## src/rtl/tiny_rv_fetch_if.sv

```systemverilog
// Instruction-memory channel between the fetch stage and instruction memory.
// The request side is valid/ready. The response side is valid-only: memory
// returns exactly one response per accepted request.
interface tiny_rv_fetch_if;
    logic        req_valid;
    logic        req_ready;
    logic [31:0] req_addr;
    logic        rsp_valid;
    logic [31:0] rsp_data;

    modport master (
        output req_valid,
        output req_addr,
        input  req_ready,
        input  rsp_valid,
        input  rsp_data
    );

    modport slave (
        input  req_valid,
        input  req_addr,
        output req_ready,
        output rsp_valid,
        output rsp_data
    );
endinterface

```

## src/rtl/tiny_rv_fetch.sv

```systemverilog
// tiny_rv instruction fetch stage.
// Keeps the fetch PC and allows one outstanding word request to imem.
// Returned words are buffered in a small FIFO for decode.
// A redirect from execute flushes the FIFO and discards any response that is
// still in flight. A misaligned redirect target becomes a single fault-marker
// entry, and fetch then stalls until the next redirect.
module tiny_rv_fetch #(
    parameter logic [31:0] RESET_PC = 32'h0000_0000,
    parameter int          DEPTH    = 2
) (
    input  logic                  i_clk,
    input  logic                  i_rst,
    tiny_rv_fetch_if.master       imem,
    input  logic                  br_taken,
    input  logic [31:0]           br_addr,
    output logic                  out_valid,
    input  logic                  out_ready,
    output logic [31:0]           out_pc,
    output logic [31:0]           out_next_pc,
    output logic [31:0]           out_instr,
    output logic                  out_misaligned
);
    localparam int PW = (DEPTH > 1) ? $clog2(DEPTH) : 1;
    localparam int CW = $clog2(DEPTH + 1);

    localparam logic [31:0] NOP_INSTR = 32'h0000_0013;

    typedef enum logic [2:0] {
        S_IDLE,
        S_REQ,
        S_WAIT,
        S_DROP,
        S_FAULT
    } state_t;

    typedef struct packed {
        logic [31:0] pc;
        logic [31:0] instr;
        logic        misaligned;
    } entry_t;

    state_t         state, state_n;
    logic [31:0]    fetch_pc, fetch_pc_n;
    // A request that was valid but not yet accepted when a redirect arrived.
    // It stays on the bus, at its original address, until memory accepts it.
    // Its response is then dropped.
    logic           hold, hold_n;
    logic [31:0]    hold_addr, hold_addr_n;
    // A misaligned redirect arrived while a response was still owed.
    // Once that response is discarded, the next state is FAULT.
    logic           fault_pend, fault_pend_n;

    entry_t         fifo_q [DEPTH];
    logic [PW-1:0]  rd_ptr, wr_ptr;
    logic [CW-1:0]  count;

    logic           full;
    logic           req_fire;
    logic           pop;
    logic           push;
    logic           flush;
    logic           busy;
    entry_t         push_entry;
    entry_t         head;

    assign full     = (count == CW'(DEPTH));
    assign req_fire = imem.req_valid && imem.req_ready;
    assign pop      = out_valid && out_ready;

    // The request gate uses registered state only.
    // Occupancy can only fall while in REQ, so a raised valid cannot drop.
    assign imem.req_valid = ((state == S_REQ) && !full) || ((state == S_DROP) && hold);
    assign imem.req_addr  = hold ? hold_addr : fetch_pc;

    // All head outputs come from registers. When the FIFO is empty they read as zero.
    assign head           = fifo_q[rd_ptr];
    assign out_valid      = (count != '0);
    assign out_pc         = out_valid ? head.pc : 32'h0;
    assign out_next_pc    = out_valid ? (head.pc + 32'd4) : 32'h0;
    assign out_instr      = out_valid ? head.instr : 32'h0;
    assign out_misaligned = out_valid && head.misaligned;

    // Next-state and FIFO-push decode; a redirect overrides every normal transition
    always_comb begin
        state_n      = state;
        fetch_pc_n   = fetch_pc;
        hold_n       = hold;
        hold_addr_n  = hold_addr;
        fault_pend_n = fault_pend;
        push         = 1'b0;
        push_entry   = '0;
        flush        = 1'b0;
        busy         = 1'b0;

        case (state)
            S_IDLE: state_n = S_REQ;
            S_REQ: begin
                if (req_fire) begin
                    state_n    = S_WAIT;
                    fetch_pc_n = fetch_pc + 32'd4;
                end
            end
            S_WAIT: begin
                if (imem.rsp_valid) begin
                    push       = 1'b1;
                    push_entry = '{pc: fetch_pc - 32'd4, instr: imem.rsp_data, misaligned: 1'b0};
                    state_n    = S_REQ;
                end
            end
            S_DROP: begin
                if (hold) begin
                    if (imem.req_ready) hold_n = 1'b0;
                end else if (imem.rsp_valid) begin
                    state_n      = fault_pend ? S_FAULT : S_REQ;
                    fault_pend_n = 1'b0;
                end
            end
            S_FAULT: state_n = S_FAULT;
            default: state_n = S_IDLE;
        endcase

        if (br_taken) begin
            // A response is still owed if one is in flight and not arriving this
            // cycle, or if a request is on the bus (accepted now or held for later).
            busy = ((state == S_WAIT) && !imem.rsp_valid) ||
                   ((state == S_DROP) && (hold || !imem.rsp_valid)) ||
                   ((state == S_REQ) && imem.req_valid);

            flush      = 1'b1;
            push       = 1'b0;
            push_entry = '0;
            fetch_pc_n = br_addr;

            if ((state == S_REQ) && imem.req_valid && !imem.req_ready) begin
                hold_n      = 1'b1;
                hold_addr_n = fetch_pc;
            end

            if (br_addr[1:0] == 2'b00) begin
                state_n      = busy ? S_DROP : S_REQ;
                fault_pend_n = 1'b0;
            end else begin
                push         = 1'b1;
                push_entry   = '{pc: br_addr, instr: NOP_INSTR, misaligned: 1'b1};
                state_n      = busy ? S_DROP : S_FAULT;
                fault_pend_n = busy;
            end
        end
    end

    // Control state: FSM, fetch PC, held request and pending-fault flag
    always_ff @(posedge i_clk or posedge i_rst) begin
        if (i_rst) begin
            state      <= S_IDLE;
            fetch_pc   <= RESET_PC;
            hold       <= 1'b0;
            hold_addr  <= 32'h0;
            fault_pend <= 1'b0;
        end else begin
            state      <= state_n;
            fetch_pc   <= fetch_pc_n;
            hold       <= hold_n;
            hold_addr  <= hold_addr_n;
            fault_pend <= fault_pend_n;
        end
    end

    // Instruction FIFO. A flush empties it; a fault marker pushed in the same
    // cycle lands in slot 0 of the emptied FIFO.
    always_ff @(posedge i_clk or posedge i_rst) begin
        if (i_rst) begin
            rd_ptr <= '0;
            wr_ptr <= '0;
            count  <= '0;
            for (int i = 0; i < DEPTH; i++) fifo_q[i] <= '0;
        end else if (flush) begin
            rd_ptr <= '0;
            wr_ptr <= PW'(push);
            count  <= CW'(push);
            if (push) fifo_q[0] <= push_entry;
        end else begin
            if (push) begin
                fifo_q[wr_ptr] <= push_entry;
                wr_ptr         <= wr_ptr + 1'b1;
            end
            if (pop) rd_ptr <= rd_ptr + 1'b1;
            count <= count + CW'(push) - CW'(pop);
        end
    end
endmodule

```

## src/flat_wrapper.sv

```systemverilog
// flat-port wrapper written by rule: the top's interface ports become plain ports
module tiny_rv_fetch_flat 
#(
    parameter logic [31:0] RESET_PC = 32'h0000_0000,
    parameter int          DEPTH    = 2
)
  (i_clk, i_rst, br_taken, br_addr, out_valid, out_ready, out_pc, out_next_pc, out_instr, out_misaligned, imem_req_valid, imem_req_addr, imem_req_ready, imem_rsp_valid, imem_rsp_data);
  tiny_rv_fetch_if imem_i ();
  input  logic i_clk;
  input  logic i_rst;
  input  logic br_taken;
  input  logic [31:0] br_addr;
  output logic out_valid;
  input  logic out_ready;
  output logic [31:0] out_pc;
  output logic [31:0] out_next_pc;
  output logic [31:0] out_instr;
  output logic out_misaligned;
  output wire logic [$bits(imem_i.req_valid)-1:0] imem_req_valid;
  output wire logic [$bits(imem_i.req_addr)-1:0] imem_req_addr;
  input wire logic [$bits(imem_i.req_ready)-1:0] imem_req_ready;
  input wire logic [$bits(imem_i.rsp_valid)-1:0] imem_rsp_valid;
  input wire logic [$bits(imem_i.rsp_data)-1:0] imem_rsp_data;
  assign imem_req_valid = imem_i.req_valid;
  assign imem_req_addr = imem_i.req_addr;
  assign imem_i.req_ready = imem_req_ready;
  assign imem_i.rsp_valid = imem_rsp_valid;
  assign imem_i.rsp_data = imem_rsp_data;
  tiny_rv_fetch #(.RESET_PC(RESET_PC), .DEPTH(DEPTH)) u_core (.i_clk(i_clk), .i_rst(i_rst), .imem(imem_i), .br_taken(br_taken), .br_addr(br_addr), .out_valid(out_valid), .out_ready(out_ready), .out_pc(out_pc), .out_next_pc(out_next_pc), .out_instr(out_instr), .out_misaligned(out_misaligned));
endmodule
```

## config.mk

```make
export PLATFORM = sky130hd
export DESIGN_NAME = tiny_rv_fetch_flat
export DESIGN_NICKNAME = d
export VERILOG_FILES = /design/src/rtl/tiny_rv_fetch_if.sv /design/src/rtl/tiny_rv_fetch.sv /design/src/flat_wrapper.sv
export SDC_FILE = /design/constraint.sdc
export NUM_CORES = 1
export LEC_CHECK = 0
export CAP_MARGIN = 20
export CORE_AREA = 10 10 174 144
export CTS_BUF_LIST = sky130_fd_sc_hd__clkbuf_8 sky130_fd_sc_hd__clkbuf_16
export DETAILED_ROUTE_END_ITERATION = 10
export DIE_AREA = 0 0 184 154
export PLACE_DENSITY = 0.88
export SYNTH_ARGS = -nofsm -noshare
export SYNTH_HDL_FRONTEND = slang
export SYNTH_SLANG_ARGS = --single-unit
```

## constraint.sdc

```tcl
create_clock -name i_clk -period 8 [get_ports i_clk]
set_input_delay 1.6 -clock i_clk [delete_from_list [all_inputs] [get_ports i_clk]]
set_output_delay 1.6 -clock i_clk [all_outputs]
set_load 0.05 [all_outputs]
```

==> results.md <==
- Main area contributors after synthesis: dfrtp_1, nand2_1, mux2i_1
- Mapped cell area: 11400 µm²
- Critical Path Max Stage Delay: 1.04 ns
- R2R depth: 10
- Cell taking the most area after synthesis: dfrtp_1
- Largest net degree at the start of global routing: 129
- Post-Syn Nets: 1387
- CP cell instances: nand4_1, a221oi_1, nand3_1, nor4_1, mux2_2, clkdlybuf4s50_1
- Final hold violations: 0
- Yosys top cell area share: 0.444
- # resized after CTS: 0
- Mapped Cells: 1312
- Int Power: 2810 µW
- Slew HR: 0.321
- Static Leak: 0.00589 µW
- TritonCTS buffer count: 23
- FF-to-FF Start: u_core.count[1]
- HPWL after detailed placement: 24.3 mm
- Worst-path clk slew: 0.06 ns
- Post-synth top cells: nand2_1, dfrtp_1, nor2_1, o21ai_0, clkbuf_1
- CTS H-tree lvls: 1
- Die area: 28300 µm²
- Critical path endpoint: out_next_pc[31]
- Clk_skew: 0.0131 ns
- Remaining DRCs: 0
- Post-synth ARST share: 1.00
- # IOs: 201
- CP arrival: 4.73 ns
- Placed cell count: 1697
- First-pass GRT wire length: 56.0 mm
- Setup bufs post-CTS: 0
- Die Height: 154 µm
- Initial Util: 0.535
- GPL Wtd Cong: 0.867
- Avg WL per Cell: 20.2 µm
- Switching pwr: 2460 µW
- CP max stage cell: dfrtp_4
- Number of diodes: 0
- Flop-to-flop setup slack: 4.87 ns
- Vias per cell: 6.01
- Clock Path Buffers: 3
- # rows: 48
- Post-synth EDFFs: 0
- HP Start: u_core.fifo_q[1]
- Worst hold slack: 0.471 ns
- Final global-route overflow total: 0
- Comb pwr share: 0.508
- Period Utilization, post-route: 0.791
- FMAX: 158 MHz
- Final WL: 35.1 mm
- HP Class: reg2reg
- Run status: complete, no violations
- Fin nets: 1522
- Antenna-violating nets left: 0
- Crit Path Category: reg2out
- Routed via count: 10.4k
- Clock share of power: 0.191
- Initial antenna violation count: 1
- Clock root buffer: clkbuf_16
- Final Core Density: 0.665
- Tightest Pin Transition: 1.02 ns
- Share of cells above drive strength 1: 0.0848
- Hold buffers post-CTS: 0
- Flop pwr share: 0.301
- Yosys cell types: 63
- Cell with the most instances after synthesis: nand2_1
- Syn_area_per_cell: 8.72 µm²
- VDD IR max: 0.275 mV
- Final Max Slew Viols: 0
- Post-Layout Cell Count: 1737
- Sw frac: 0.466
- Crit path launch type: flip-flop
- CTS tree: built
- Clk_lat worst skew: 0.51 ns
- CTS sink count: 203
- Max cap viols: 0
- Min Tclk post-route: 6.33 ns
- Area delta synth->final: 24.2%
- Flops & latches, synth: 203
- Ys Warns: 0
- Req. time, crit path: 6.40 ns
- Vias in the first global route: 10.3k
- Drt initial violations: 1125
- FF-to-FF End: u_core.count[1]
- Drt first pass iters: 8
- Critical path endpoint category: output pin
- Worst Setup SP: u_core.rd_ptr
- Register area share after synthesis: 0.444
- Total track usage: 0.241
- Pwr Density: 371 nW/µm²
- Final-report setup violation count: 0
- IO buf count: 200
- RSZ-0062 raised after global routing: no
- Core box area: 21400 µm²
- Critical Path Fanout Max: 62
- Fin Setup TNS: 0 ns
- Primary FF master, synth: dfrtp_1
- Die extent in x: 184 µm
[cell families after synthesis]
family / share of synthesized area
AND/OR/NAND/NOR: 0.230
AO/OA/AOI/OAI: 0.116
flip-flops: 0.444
buffers and inverters: 0.0444
multiplexers: 0.112
XOR/XNOR: 0.0482
adder cells (fa/ha/maj): 0.00547
[metrics by stage]
stage	power [µW]	cell area, µm²	worst slack (ns)
global route	5520	14200	1.52
CTS	5290	14200	1.79
global placement	4210	13500	2.46
floorplan	3400	11400	0.861
detailed placement	4280	13500	2.39
finish	5270	14200	1.67
[cells in the final DEF (no fill, tap or decap), types with 4 or more instances in the layout]
cell,n
a21oi_1,53
a22oi_1,17
a31oi_1,13
and2_1,8
and3_1,5
and4_1,8
buf_4,14
clkbuf_16,23
clkbuf_8,6
clkdlybuf4s50_1,199
dfrtp_1,202
ha_1,5
inv_1,22
mux2_2,53
mux2i_1,68
nand2_1,270
nand2b_1,10
nand3_1,25
nand3b_1,4
nand4_1,20
nand4b_1,9
nor2_1,130
nor3_1,27
nor3b_1,4
nor4_1,17
o21ai_0,96
o21ai_1,9
o31ai_1,8
or3_1,4
or4_1,9
xnor2_1,49
xor2_1,14
[per-layer routing]
metal | GRT usage | wire length, µm | part of all wire
met1 | 0.307 | 13900 | 0.40
met2 | 0.399 | 17000 | 0.48
met3 | 0.0504 | 3140 | 0.089
met4 | 0.0752 | 1050 | 0.030
met5 | 0 | 12 | 0.00034
[worst max-delay path: cells and delay by family (launching register included)]
family	cells	cell delay, ns
buffers and inverters	1	0.70
flip-flops	1	1.04
AND/OR/NAND/NOR	3	1.19
AO/OA/AOI/OAI	1	0.88
multiplexers	1	0.37
[power by group through the flow]
stage	clock network (µW)	registers, µW	logic [µW]
global placement	0	1570	2640
CTS	1020	1580	2690
floorplan	0	1440	1950
global route	1060	1620	2840
detailed placement	0	1590	2680
finish	1010	1580	2680
[layout make-up]
type | instances | area (µm²)
Timing Repair Buffer | 214 | 2100
Fill cell | 1636 | 7160
Inverter | 19 | 78.8
Sequential cell | 203 | 5080
Clock inverter | 11 | 58.8
Tap cell | 275 | 344
Multi-Input combinational cell | 986 | 5890
Clock buffer | 29 | 658
[state kept, by name (all words and copies together), names as in the netlist]
register           count
u_core.wr_ptr          1
u_core.state           3
u_core.rd_ptr          1
u_core.fifo_q        130
u_core.fetch_pc       32
u_core.fault_pend      1
u_core.hold            1
u_core.count           2
u_core.hold_addr      32
[worst min path at each step]
stage | slack [ns] | endpoint | cells past startpoint
finish | 0.47 | u_core.fifo_q[1] | 2
global route | 0.49 | u_core.fifo_q[8] | 2
CTS | 0.47 | u_core.fifo_q[5] | 2
detailed placement | 0.46 | u_core.fifo_q[5] | 2
global placement | 0.45 | u_core.fifo_q[5] | 2
floorplan | 0.44 | u_core.fifo_q[1] | 2
No activity file was read; power rests on OpenSTA's default activity.
